==> src/rtl/count_hex_display_pkg.sv <==
// count_hex_display_pkg
//   Shared definitions for the two-digit hex display driver:
//   - scan FSM state encoding (ST_BLANK0 / ST_DIG0 / ST_BLANK1 / ST_DIG1)
//   - 7-segment patterns for hex digits 0..F (active high, bit0=a .. bit6=g)
//   - one-hot digit enable codes (DIG_NONE / DIG_LO / DIG_HI)
package count_hex_display_pkg;

    typedef enum logic [1:0] {
        ST_BLANK0 = 2'd0,
        ST_DIG0   = 2'd1,
        ST_BLANK1 = 2'd2,
        ST_DIG1   = 2'd3
    } state_t;

    localparam logic [6:0] SEG_OFF   = 7'h00;
    localparam logic [6:0] SEG_HEX_0 = 7'h3F;
    localparam logic [6:0] SEG_HEX_1 = 7'h06;
    localparam logic [6:0] SEG_HEX_2 = 7'h5B;
    localparam logic [6:0] SEG_HEX_3 = 7'h4F;
    localparam logic [6:0] SEG_HEX_4 = 7'h66;
    localparam logic [6:0] SEG_HEX_5 = 7'h6D;
    localparam logic [6:0] SEG_HEX_6 = 7'h7D;
    localparam logic [6:0] SEG_HEX_7 = 7'h07;
    localparam logic [6:0] SEG_HEX_8 = 7'h7F;
    localparam logic [6:0] SEG_HEX_9 = 7'h6F;
    localparam logic [6:0] SEG_HEX_A = 7'h77;
    localparam logic [6:0] SEG_HEX_B = 7'h7C;
    localparam logic [6:0] SEG_HEX_C = 7'h39;
    localparam logic [6:0] SEG_HEX_D = 7'h5E;
    localparam logic [6:0] SEG_HEX_E = 7'h79;
    localparam logic [6:0] SEG_HEX_F = 7'h71;

    localparam logic [1:0] DIG_NONE = 2'b00;
    localparam logic [1:0] DIG_LO   = 2'b01;
    localparam logic [1:0] DIG_HI   = 2'b10;

endpackage

==> src/rtl/count_hex_display_hex_to_seg7.sv <==
// hex_to_seg7
//   Purely combinational hex nibble to 7-segment decoder.
//   Ports:
//     nibble_i  [3:0]  hex digit to render
//     seg_o     [6:0]  segment pattern, active high, bit0=a .. bit6=g
module hex_to_seg7
    import count_hex_display_pkg::*;
(
    input  logic [3:0] nibble_i,
    output logic [6:0] seg_o
);

    always_comb begin
        case (nibble_i)
            4'h0:    seg_o = SEG_HEX_0;
            4'h1:    seg_o = SEG_HEX_1;
            4'h2:    seg_o = SEG_HEX_2;
            4'h3:    seg_o = SEG_HEX_3;
            4'h4:    seg_o = SEG_HEX_4;
            4'h5:    seg_o = SEG_HEX_5;
            4'h6:    seg_o = SEG_HEX_6;
            4'h7:    seg_o = SEG_HEX_7;
            4'h8:    seg_o = SEG_HEX_8;
            4'h9:    seg_o = SEG_HEX_9;
            4'hA:    seg_o = SEG_HEX_A;
            4'hB:    seg_o = SEG_HEX_B;
            4'hC:    seg_o = SEG_HEX_C;
            4'hD:    seg_o = SEG_HEX_D;
            4'hE:    seg_o = SEG_HEX_E;
            default: seg_o = SEG_HEX_F;
        endcase
    end

endmodule

==> src/rtl/count_hex_display.sv <==
// count_hex_display
//   Accepts 8-bit values over a valid/ready handshake and shows them as two
//   hex digits on a time-multiplexed common-cathode 7-segment pair. Scan order
//   is BLANK0 -> DIG0 -> BLANK1 -> DIG1; blank slots keep both digits dark to
//   avoid ghosting. A new value is swapped in only on the last cycle of DIG1,
//   so a frame never mixes digits of two values.
//   Optional feature: define COUNT_HEX_DISPLAY_LZB_EN for leading-zero
//   blanking (DIG1 stays dark when the high nibble is zero).
//   Parameters:
//     PRESCALE_W    digit slot length is 2^PRESCALE_W cycles
//     BLANK_CYCLES  dark cycles before each digit slot, 0 removes the blank slots
//   Ports:
//     clk, rst_n     clock, asynchronous active-low reset
//     ena            scan enable; low freezes the scan and darkens the display
//     value_i        value to display, with value_valid_i / value_ready_o
//     seg_o  [6:0]   segments, active high, bit0=a .. bit6=g
//     dig_o  [1:0]   digit enables, bit0 = low nibble, bit1 = high nibble
module count_hex_display
    import count_hex_display_pkg::*;
#(
    parameter int PRESCALE_W   = 10,
    parameter int BLANK_CYCLES = 4
) (
    input  logic       clk,
    input  logic       rst_n,
    input  logic       ena,
    input  logic [7:0] value_i,
    input  logic       value_valid_i,
    output logic       value_ready_o,
    output logic [6:0] seg_o,
    output logic [1:0] dig_o
);

    localparam int CW = (PRESCALE_W > 8) ? PRESCALE_W : 8;
    localparam logic [CW-1:0] DIG_LAST   = CW'((2 ** PRESCALE_W) - 1);
    localparam logic [CW-1:0] BLANK_LAST = (BLANK_CYCLES > 0) ? CW'(BLANK_CYCLES - 1) : '0;
    localparam bit            NO_BLANK   = (BLANK_CYCLES == 0);

    state_t        state_q, state_d;
    logic [CW-1:0] cnt_q, cnt_d;
    logic [7:0]    disp_q, disp_d;
    logic [7:0]    pend_q;
    logic          pend_vld_q;
    logic          boundary;
    logic          swap;
    logic [3:0]    nibble;
    logic [6:0]    dec_seg;
    logic [6:0]    seg_d;
    logic [1:0]    dig_d;

    // ---------------- scan FSM: state register ----------------
    // NOTE: every flop in this design is written with <= so that all of them
    // sample their inputs from the same pre-edge values.
    always_ff @(posedge clk or negedge rst_n) begin
        if (!rst_n) begin
            state_q <= ST_BLANK0;
            cnt_q   <= '0;
        end else begin
            state_q <= state_d;
            cnt_q   <= cnt_d;
        end
    end

    // ---------------- scan FSM: next state ----------------
    // NOTE: defaults first, so every path through the block assigns every
    // output and no latch is inferred.
    always_comb begin
        state_d = state_q;
        cnt_d   = cnt_q;
        if (ena) begin
            cnt_d = cnt_q + 1'b1;
            case (state_q)
                ST_BLANK0: if (NO_BLANK || cnt_q == BLANK_LAST) begin
                    state_d = ST_DIG0;
                    cnt_d   = '0;
                end
                ST_DIG0: if (cnt_q == DIG_LAST) begin
                    state_d = NO_BLANK ? ST_DIG1 : ST_BLANK1;
                    cnt_d   = '0;
                end
                ST_BLANK1: if (NO_BLANK || cnt_q == BLANK_LAST) begin
                    state_d = ST_DIG1;
                    cnt_d   = '0;
                end
                default: if (cnt_q == DIG_LAST) begin
                    state_d = NO_BLANK ? ST_DIG0 : ST_BLANK0;
                    cnt_d   = '0;
                end
            endcase
        end
    end

    // ---------------- handshake and display register ----------------
    assign boundary      = ena && (state_q == ST_DIG1) && (cnt_q == DIG_LAST);
    assign swap          = boundary && pend_vld_q;
    assign value_ready_o = ~pend_vld_q;

    always_ff @(posedge clk or negedge rst_n) begin
        if (!rst_n) begin
            disp_q     <= 8'h00;
            pend_q     <= 8'h00;
            pend_vld_q <= 1'b0;
        end else if (swap) begin
            disp_q     <= pend_q;
            pend_vld_q <= 1'b0;
        end else if (value_valid_i && !pend_vld_q) begin
            pend_q     <= value_i;
            pend_vld_q <= 1'b1;
        end
    end

    // The outputs are registered from the next state, so the digit shown in
    // the first cycle after a boundary must already use the swapped value.
    assign disp_d = swap ? pend_q : disp_q;

    // ---------------- scan FSM: outputs ----------------
    assign nibble = (state_d == ST_DIG1) ? disp_d[7:4] : disp_d[3:0];

    hex_to_seg7 u_hex_to_seg7 (
        .nibble_i (nibble),
        .seg_o    (dec_seg)
    );

    always_comb begin
        seg_d = SEG_OFF;
        dig_d = DIG_NONE;
        if (ena) begin
            case (state_d)
                ST_DIG0: begin
                    seg_d = dec_seg;
                    dig_d = DIG_LO;
                end
                ST_DIG1: begin
`ifdef COUNT_HEX_DISPLAY_LZB_EN
                    if (disp_d[7:4] != 4'h0) begin
                        seg_d = dec_seg;
                        dig_d = DIG_HI;
                    end
`else
                    seg_d = dec_seg;
                    dig_d = DIG_HI;
`endif
                end
                default: begin
                    seg_d = SEG_OFF;
                    dig_d = DIG_NONE;
                end
            endcase
        end
    end

    always_ff @(posedge clk or negedge rst_n) begin
        if (!rst_n) begin
            seg_o <= SEG_OFF;
            dig_o <= DIG_NONE;
        end else begin
            seg_o <= seg_d;
            dig_o <= dig_d;
        end
    end

endmodule

==> config.mk <==
export PLATFORM = sky130hd
export DESIGN_NAME = count_hex_display
export DESIGN_NICKNAME = d
export VERILOG_FILES = /design/src/rtl/count_hex_display_pkg.sv /design/src/rtl/count_hex_display_hex_to_seg7.sv /design/src/rtl/count_hex_display.sv
export SDC_FILE = /design/constraint.sdc
export NUM_CORES = 1
export LEC_CHECK = 0
export ABC_AREA = 1
export CORE_UTILIZATION = 51
export CTS_CLUSTER_DIAMETER = 40
export DETAILED_ROUTE_END_ITERATION = 10
export PLACE_DENSITY = 0.84
export SLEW_MARGIN = 40
export SYNTH_ARGS = -nofsm -noshare
export SYNTH_HDL_FRONTEND = slang
export SYNTH_SLANG_ARGS = --single-unit
==> constraint.sdc <==
create_clock -name clk -period 2.1 [get_ports clk]
set_input_delay 0.315 -clock clk [delete_from_list [all_inputs] [get_ports clk]]
set_output_delay 0.315 -clock clk [all_outputs]
set_load 0.01 [all_outputs]
# After elaboration in Yosys (flattened, before gate mapping)
# Memory sizes are Yosys's and may differ from the RTL's.
# Cells that the tools add are included.
# classes
n_bitwise	2
n_shift	0
addsub	1
mux	17
eq_ne	7
magnitude_cmp	0
n_reduce_logical	10
mul	0
n_div	0
# op_table
op	count
$mux W10	3
$mux W7	2
$mux W2	6
$add A10 B1 Y10 const B	1
$eq A10 B10 Y1 const B	1
$eq A10 B2 Y1 const B	1
$mux W8	1
$eq A2 B2 Y1 const B	3
$pmux W2 S3	1
$eq A2 B1 Y1 const B	2
$logic_and A1 B1 Y1	4
$mux W4	1
$pmux W2 S2	1
$reduce_or A2 Y1	2
$logic_not A2 Y1	1
$mux W1	2
$not A1 Y1	2
$reduce_and A2 Y1	1
$reduce_bool A2 Y1	1
$logic_not A1 Y1	1
# totals
mem_count	1
mem_bits_ro	112
ram_bits	0
latch_bits	0
elab_cells	45
input_bits	12
register_bits	38
# mem_list
memory	depth	word_bits	rd	rd_clocked_by_memory_dff	write_ports	line_no	source
(no name shown)	16	7	1	0	0	count_hex_display_hex_to_seg7.sv:14	case (nibble_i)

# Depth between registers and ports, before layout
# Gate-level depths: netlist of run 1.
# An unclocked memory read counts as a cell.
# depth
word_depth	9
ltp_mapped	18

# Hierarchy
# From an unflattened synthesis of run 1, not the netlist that was laid out.
# hier_totals
hier_cells	239
area_unflattened_um2	2031.9
# modules_own_cells
mod	cells_per_inst	seq_area_each_um2	area_per_inst_um2	instances
count_hex_display	187	950.9	1761.7	1
hex_to_seg7	52	0.0	270.3	1

# Least setup slack after synthesis of run 1
# Ideal clock, no wire load.
# synth_timing
path_kind	register -> register
from	register cnt_q[0]
to	register seg_o[3]
setup_time_ps	71
period_less_slack_ps	2114
stages_incl_launch_ff	17
t_required_ps	2029
n_path_buf	0
arrival_time_ps	2043
slack_ps	-14
path_cell_list	dfrtp_1 > ha_1 > nand2_2 > nor2_4 > nand3_1 > nor2_4 > nand3_1 > nand2_1 > nand2_1 > nand2_2 > inv_1 > ha_1 > inv_1 > nand3_1 > nand3_1 > nand2_1 > nor2_1
# synth_between
elab_chain_len	9
elab_cells_between_ends	18
classes_between	4 x eq/ne; 10 x mux; 3 x reduce/logical; 1 x memory
# synth_rtl
element	line_no	source
start, declared	count_hex_display.sv:40	logic [CW-1:0] cnt_q, cnt_d;
start signal, assigned	count_hex_display.sv:60	cnt_q <= cnt_d;
$eq A10 B10 Y1 / $eq A10 B2 Y1 (equally long branches)	--	
$mux W2 (on tied branches)	--	
$pmux W2 S3	count_hex_display.sv:72	case (state_q)
$mux W2	count_hex_display.sv:70	if (ena) begin
$eq A2 B2 Y1	count_hex_display.sv:117, count_hex_display.sv:128	
$mux W4	count_hex_display.sv:117	assign nibble = (state_d == ST_DIG1) ? disp_d[7:4] : disp_d[3:0];
$mem_v2 Z16 W7	--	
$mux W7 (*)	count_hex_display.sv:128	case (state_d)
$mux W7 (*)	count_hex_display.sv:127	if (ena) begin
named net seg_d[3]	count_hex_display.sv:48	logic [6:0] seg_d;
end signal, assigned	count_hex_display.sv:157	seg_o <= seg_d;
end, declared	count_hex_display.sv:30	output logic [6:0] seg_o,
# Mark *: on every way through the listed nets, which the timed path passes. The rest lies on a longest branch.
# A chain may end at the register's enable or synchronous reset.

# Worst setup path in the final report of run 1
# Ends and elaborated chain as after synthesis.

==> out/qor.yml, run 1 <==
cells_and_area:
  diodes: 0
  layout_common_cells: "dfrtp_1, inv_1, nor2_1"
  drive_gt1_frac: 0.382
  nets: 335
  area_delta_synth_final_pct: 39.2
  fin_area_um2: 3020
  final_common_cell: "dfrtp_1"
critical_path:
  required_ps: 2300
  crit_path_frequent_cell: "nand2_2"
  worst_ep_arrival_time_ps: 2440
  critPathKind: "flop to flop"
  worst-path-buf-inv: 0
  crit_cells: 14
  cp_top_family: "simple AND/OR/NAND/NOR gates"
  worstPathMaxFanout: 6
  r2r_cells: 14
  start_kind: "flop"
  crit_path_end_kind: "flop"
  r2r-start: "cnt_q[0]"
  crit_slowest_cell: "dfrtp_1"
  crit_start: "cnt_q[0]"
  critPathMaxStageDelay_ps: 410
  critical_path.cell_chain: "ha_4 > nand2_4 > nor2_4 > nand3_2 > nor2_4 > nand3_1 > nand2_2 > nand2_2 > nand2_4 > ha_4 > nand2_2 > nand3_1 > nand2_1 > nor2_1"
place:
  post-dp-hpwl_um: 3240
  routabilityCongestion: 0.992
  place_area_um2: 2580
  post-place-ws_ps: -272
  port_buffers: 21
route:
  met1Wirelength_um: 2210
  num_vias: 1898
  met2WireLength_um: 2690
  drt_pre_antenna_iters: 4
  top_layer_used: "met4"
  route.met3.wl_um: 270
  final_antenna_net_count: 0
  drc: 0
  via_per_inst: 5.17
  wl_per_cell_um: 14.5
  wirelength_um: 5320
  drtIter0Drc: 134
yosys:
  synthesis.nets: 277
  ys_seq_elements: 38
  ys_seq_area_frac: 0.439
  syn-cell-area_um2: 2170
  synth.avg_cell_area_um2: 8.40
  yosysWarnings: 0
  syn-instance-count: 258
  yosysTopAreaCellShare: 0.439
  netlist_top_cells_area: "dfrtp_1, nand2_1, inv_1"
  yosysUniqueCellTypes: 32
  synth_top_area_cell: "dfrtp_1"
cts:
  clk_pin_slew_ps: 80
  cts_max_level: 2
  cts_sinks: 38
  numCtsBuffers: 5
  clock_latency_ps: 300
  root_buffer: "clkbuf_8"
  cts_tree: "done"
  clock_path_buffers: 2
global_route:
  antenna_found_initial: 0
  first_global_vias: 1879
  grt_overflow: 0
  grt_pass1_wl_um: 8390
  grtUsageTotal: 0.256
  grt_start_max_net_pins: 25
timing:
  slew_violations: 0
  setup_violations: 7
  fmax_ghz: 0.446
  timing.final.ws_setup_ps: -144
  min_period_over_period: 1.07
  hold_violations: 0
  whs_ps: 457
  slew_headroom: 0.701
  rsz0062_at_grt: "true"
  timing.final.crit_period_ps: 2240
  tightestPinTransition_ps: 448
  clock_skew_ps: 7.81
outcome:
  outcome: "finished, violations left"
  violations: "negative setup slack"
worst_hold_path:
  hp-class: "input port to async pin"
die:
  fp.coreArea_um2: 4030
  die_area_um2: 4510
  die_h_um: 67.2
  die_w_um: 67.2
  start_util: 0.538
  pin_count: 22
  rows: 23
pwr:
  p_total_uw: 1900
  power.leakage_uw: 0.00149
  ir_drop_v: 0.000436
  power.density_nw_per_um2: 631
flow_run:
  cap_violations: 0
[power by group]
part / internal [µW] / switching, µW
clock: 265 / 267
sequential: 823 / 101
combinational: 215 / 232
[worst reg2reg max path, cell delays in order, from the launching register on]
cell and delay [ps]:
dfrtp_1 410, ha_4 170, nand2_4 50, nor2_4 170
nand3_2 130, nor2_4 200, nand3_1 140, nand2_2 130
nand2_2 70, nand2_4 140, ha_4 220, nand2_2 80
nand3_1 90, nand2_1 80, nor2_1 40
[repair_timing]
| action | CTS | global route |
|---|---|---|
| hold endpoints to repair | 14 | 0 |
| hold buffers | 1 | 0 |
| cloned | 0 | 1 |
| setup endpoints to repair | 7 | 7 |
| resized for setup | 39 | 19 |
| buffers inserted | 6 | 5 |
| pin swaps | 23 | 22 |
[cells by family (layout without fill, tap and decap cells)]
family	after synthesis	count (layout)	share of synthesized area
compound gates	15	15	0.0346
fa+ha+maj	7	7	0.0404
simple gates	146	147	0.361
buf+inv	43	101	0.0849
flops	38	38	0.439
xor+xnor	6	6	0.0243
mux	3	3	0.0156
[per-stage QoR]
step	TNS, ps	utilization	cells
global placement	-1150	0.633	345
detailed placement	-1650	0.640	346
global route	-1590	0.749	367
CTS	-101	0.718	361
floorplan	-2.30	-	258
finish	-848	0.749	367
[state kept, by name, indices dropped and copies added, names as in the netlist]
signal / count
pend_q: 8
dig_o: 2
cnt_q: 10
pend_vld_q: 1
seg_o: 7
state_q: 2
disp_q: 8
[worst paths after layout]
| path | to | slack [ps] |
|---|---|---|
| worst min-delay path | seg_o[2] | 460 |
| worst min register to register | disp_q[7] | 520 |
| worst max register to register | seg_o[3] | -140 |
| min in group clk | disp_q[7] | 520 |
| worst max-delay path | seg_o[3] | -140 |
| max in group asynchronous | pend_vld_q | 1200 |
[area by class of cell]
class	count	area, µm²
clock inverter	1	5.00
multi-input combinational	178	1280
fill	281	1010
sequential	38	951
tap	50	62.6
inverter	39	153
clock buffer	7	86.3
timing repair buffer	54	483
[metal layers]
layer,vias up,global-route usage
li1,921,-
met1,892,0.303
met2,71,0.430
met3,14,0.0591
met4,0,0.133
met5,-,0
[cells in the mapped netlist (all sizes together)]
| cell | n |
|---|---|
| nor2 | 39 |
| or2 | 1 |
| nor3b | 3 |
| mux2 | 3 |
| inv | 38 |
| clkinv | 1 |
| o21ai | 4 |
| ha | 7 |
| and3 | 1 |
| nand2 | 70 |
| nand3b | 1 |
| nand4 | 2 |
| buf | 2 |
| clkbuf | 2 |
| a21oi | 11 |
| dfrtp | 38 |
| nand3 | 27 |
| nor3 | 2 |
| xnor2 | 3 |
| xor2 | 3 |
Power figures use the tool's default switching activity.
==> inputs of run 2 (changes only) <==
--- a/config.mk
+++ b/config.mk
@@ -6,6 +6,7 @@
 export NUM_CORES = 1
 export LEC_CHECK = 0
 export ABC_AREA = 1
+export CORE_MARGIN = 8
 export CORE_UTILIZATION = 51
 export CTS_CLUSTER_DIAMETER = 40
 export DETAILED_ROUTE_END_ITERATION = 10
==> run 2 against run 1 <==
The flow still finishes with violations (negative setup slack). Sequential power barely moved. Largest cell class unchanged. Sequential share of layout area fell by 1.5 points. Highest routed layer unchanged. First-iteration DRC count rose by 0.75%. Clock skew rose by 0.59 ps. Worst hold slack got worse by 31 ps. Clock power rose by 47%.
==> out/qor.yml, run 2 (synthesis results as in run 1) <==
cells_and_area:
  layout_common_cells: "dfrtp_1, inv_1, nor2_1"  # unchanged
  diodes: 0  # unchanged
  largest_reg_flops: 10  # unchanged
  regMostFlops: "cnt_q"  # unchanged
  nets: 335  # unchanged
  final_common_cell: "dfrtp_1"  # unchanged
  top_regs: "cnt_q: 10 flops, disp_q: 8 flops, pend_q: 8 flops"  # unchanged
  area_delta_synth_final_pct: 46.3  # was 39.2%
  drive_gt1_frac: 0.404  # was 0.382
  n_fill_cell: 245  # was 281
die:
  die_w_um: 81.2  # was 67.2 µm
  rows: 23  # unchanged
  die_area_um2: 6590  # was 4510 µm²
  fp.coreArea_um2: 4060  # was 4030 µm²
  start_util: 0.534  # was 0.538
  pin_count: 22  # unchanged
  die_h_um: 81.2  # was 67.2 µm
route:
  drc: 0  # unchanged
  via_per_inst: 5.37  # was 5.17
  num_vias: 1969  # was 1898
  final_antenna_net_count: 0  # unchanged
  wirelength_um: 6230  # was 5320 µm
  drtIter0Drc: 135  # was 134
  wl_per_cell_um: 17.0  # was 14.5 µm
  drt_pre_antenna_iters: 4  # unchanged
cts:
  cts_tree: "done"  # unchanged
  numCtsBuffers: 5  # unchanged
  root_buffer: "clkbuf_8"  # unchanged
  clock_path_buffers: 2  # unchanged
  cts_sinks: 38  # unchanged
  clk_pin_slew_ps: 80  # about the same
  clock_latency_ps: 300  # about the same
  cts_max_level: 2  # unchanged
timing:
  tightestPinTransition_ps: 496  # was 448 ps
  timing.final.ws_setup_ps: -251  # was -144 ps
  timing.final.crit_period_ps: 2350  # was 2240 ps
  setup_violations: 7  # unchanged
  slew_violations: 0  # unchanged
  fmax_ghz: 0.425  # was 0.446 GHz
  min_period_over_period: 1.12  # was 1.07
  slew_headroom: 0.670  # was 0.701
  setup-tns-final_ps: -1290  # was -848 ps
  clock_skew_ps: 8.39  # was 7.81 ps
  rsz0062_at_grt: "true"  # unchanged
  whs_ps: 426  # was 457 ps
  hold_violations: 0  # unchanged
critical_path:
  required_ps: 2290  # was 2300 ps
  worstPathMaxFanout: 6  # unchanged
  critPathMaxStageDelay_ps: 390  # was 410 ps
  rrSetupSlack_ps: -250  # was -140 ps
  crit_path_end_kind: "flop"  # unchanged
  start_kind: "flop"  # unchanged
  r2r-start: "cnt_q[0]"  # unchanged
  critical_path.cell_chain: "ha_4 > nand2_4 > nor2_4 > buf_6 > nand2_4 > nor2_4 > nand3_4 > nand2_2 > nand2_2 > nand2_4 > nand2_8 > buf_6 > ha_1 > nand2_1 > nand2_1 > nor2_1 > nor2_1"  # was ha_4 > nand2_4 > nor2_4 > nand3_2 > nor2_4 > nand3_1 > nand2_2 > nand2_2 > nand2_4 > ha_4 > nand2_2 > nand3_1 > nand2_1 > nor2_1
  worst_ep_arrival_time_ps: 2540  # was 2440 ps
  crit_slowest_cell: "dfrtp_1"  # unchanged
  critPathKind: "flop to flop"  # unchanged
  crit_start: "cnt_q[0]"  # unchanged
  crit_path_frequent_cell: "nand2_4"  # was nand2_2
pwr:
  combinationalPowerShare: 0.222  # was 0.235
  power.density_nw_per_um2: 691  # was 631 nW/µm²
  power.internal_uw: 1580  # was 1300 µW
  power.leakage_uw: 0.00157  # was 0.00149 µW
  ir_drop_v: 0.000426  # was 0.000436 V
  seqPwrFrac: 0.420  # was 0.485
  clkPwrFrac: 0.358  # was 0.279
  p_total_uw: 2190  # was 1900 µW
  p_sw_uw: 613  # was 599 µW
  swShare: 0.280  # was 0.315
outcome:
  outcome: "finished, violations left"  # unchanged
  violations: "negative setup slack"  # unchanged
worst_hold_path:
  hp-class: "input port to flop"  # was input port to async pin
  hp-start: "ena"
flow_run:
  cap_violations: 0  # unchanged
global_route:
  grtUsageTotal: 0.172  # was 0.256
  grt_overflow: 0  # unchanged
  grt_start_max_net_pins: 39  # was 25
  antenna_found_initial: 0  # unchanged
  first_global_vias: 1893  # was 1879
  grt_pass1_wl_um: 8800  # was 8390 µm
place:
  post-place-ws_ps: -421  # was -272 ps
  port_buffers: 21  # unchanged
  routabilityCongestion: 0.902  # was 0.992
  post-dp-hpwl_um: 3300  # was 3240 µm
==> run 2: changes by cell type in the layout (fill, tap and decap cells not counted), sizes merged <==
cell,previous run,this run
clkbuf,7,6
clkinv,2,1
bufinv,0,2
dlymetal6s2s,0,1
clkdlybuf4s50,20,19
==> run 2: worst max-delay path: cells and delay by family (launching register included) <==
family,cells,cell delay [ps]
adders and majority gates,2,360
buffers and inverters,2,270
DFF,1,390
and+or+nand+nor,13,1200
==> run 2: worst paths after layout <==
path	endpoint	cells past startpoint
worst max-delay path	seg_o[4]	17
worst min-delay path	cnt_q[1]	3
worst max register to register	seg_o[4]	17
worst min register to register	pend_q[5]	2
max in group asynchronous	cnt_q[2]	2
min in group asynchronous	pend_q[4]	2
==> run 2: power groups by stage <==
stage | Combinational (µW) | Sequential (µW) | Clock, µW
floorplan | 272 | 910 | 0
global placement | 388 | 914 | 0
detailed placement | 403 | 919 | 0
CTS | 436 | 907 | 784
global route | 540 | 932 | 826
finish | 486 | 920 | 783
==> run 2: through the flow <==
step / util / cell area (µm²) / instances
after floorplan: - / 2170 / 258
after global placement: 0.634 / 2570 / 348
after detailed placement: 0.635 / 2580 / 348
after CTS: 0.719 / 2920 / 362
after global routing: 0.781 / 3170 / 367
final: 0.781 / 3170 / 367
==> run 2: layout make-up <==
type / count / area, µm² / share of cell area
clock buffers: 6 / 82.6 / 0.0260
clock inverters: 2 / 60.1 / 0.0189
flip-flops and latches: 38 / 951 / 0.300
multi-input cells: 178 / 1380 / 0.434
repair buffers: 54 / 475 / 0.150
inverters: 39 / 163 / 0.0513
well taps: 50 / 62.6 / 0.0197
==> run 2: what timing repair did <==
action | CTS | global route
pin swaps | 13 | 34
setup buffers | 5 | 5
hold buffers | 1 | 0
gates resized for setup | 36 | 48
cloned | 0 | 1
endpoints found under the hold margin | 30 | 0
endpoints found under the setup margin | 7 | 8
==> run 2: metal layers <==
layer  track usage  wire length, µm  up-vias
met3        0.0331              244       27
li1              -                -      915
met2         0.298             3200       69
met1         0.202             2500      958
met5             0                0        -
met4        0.0750              287        0
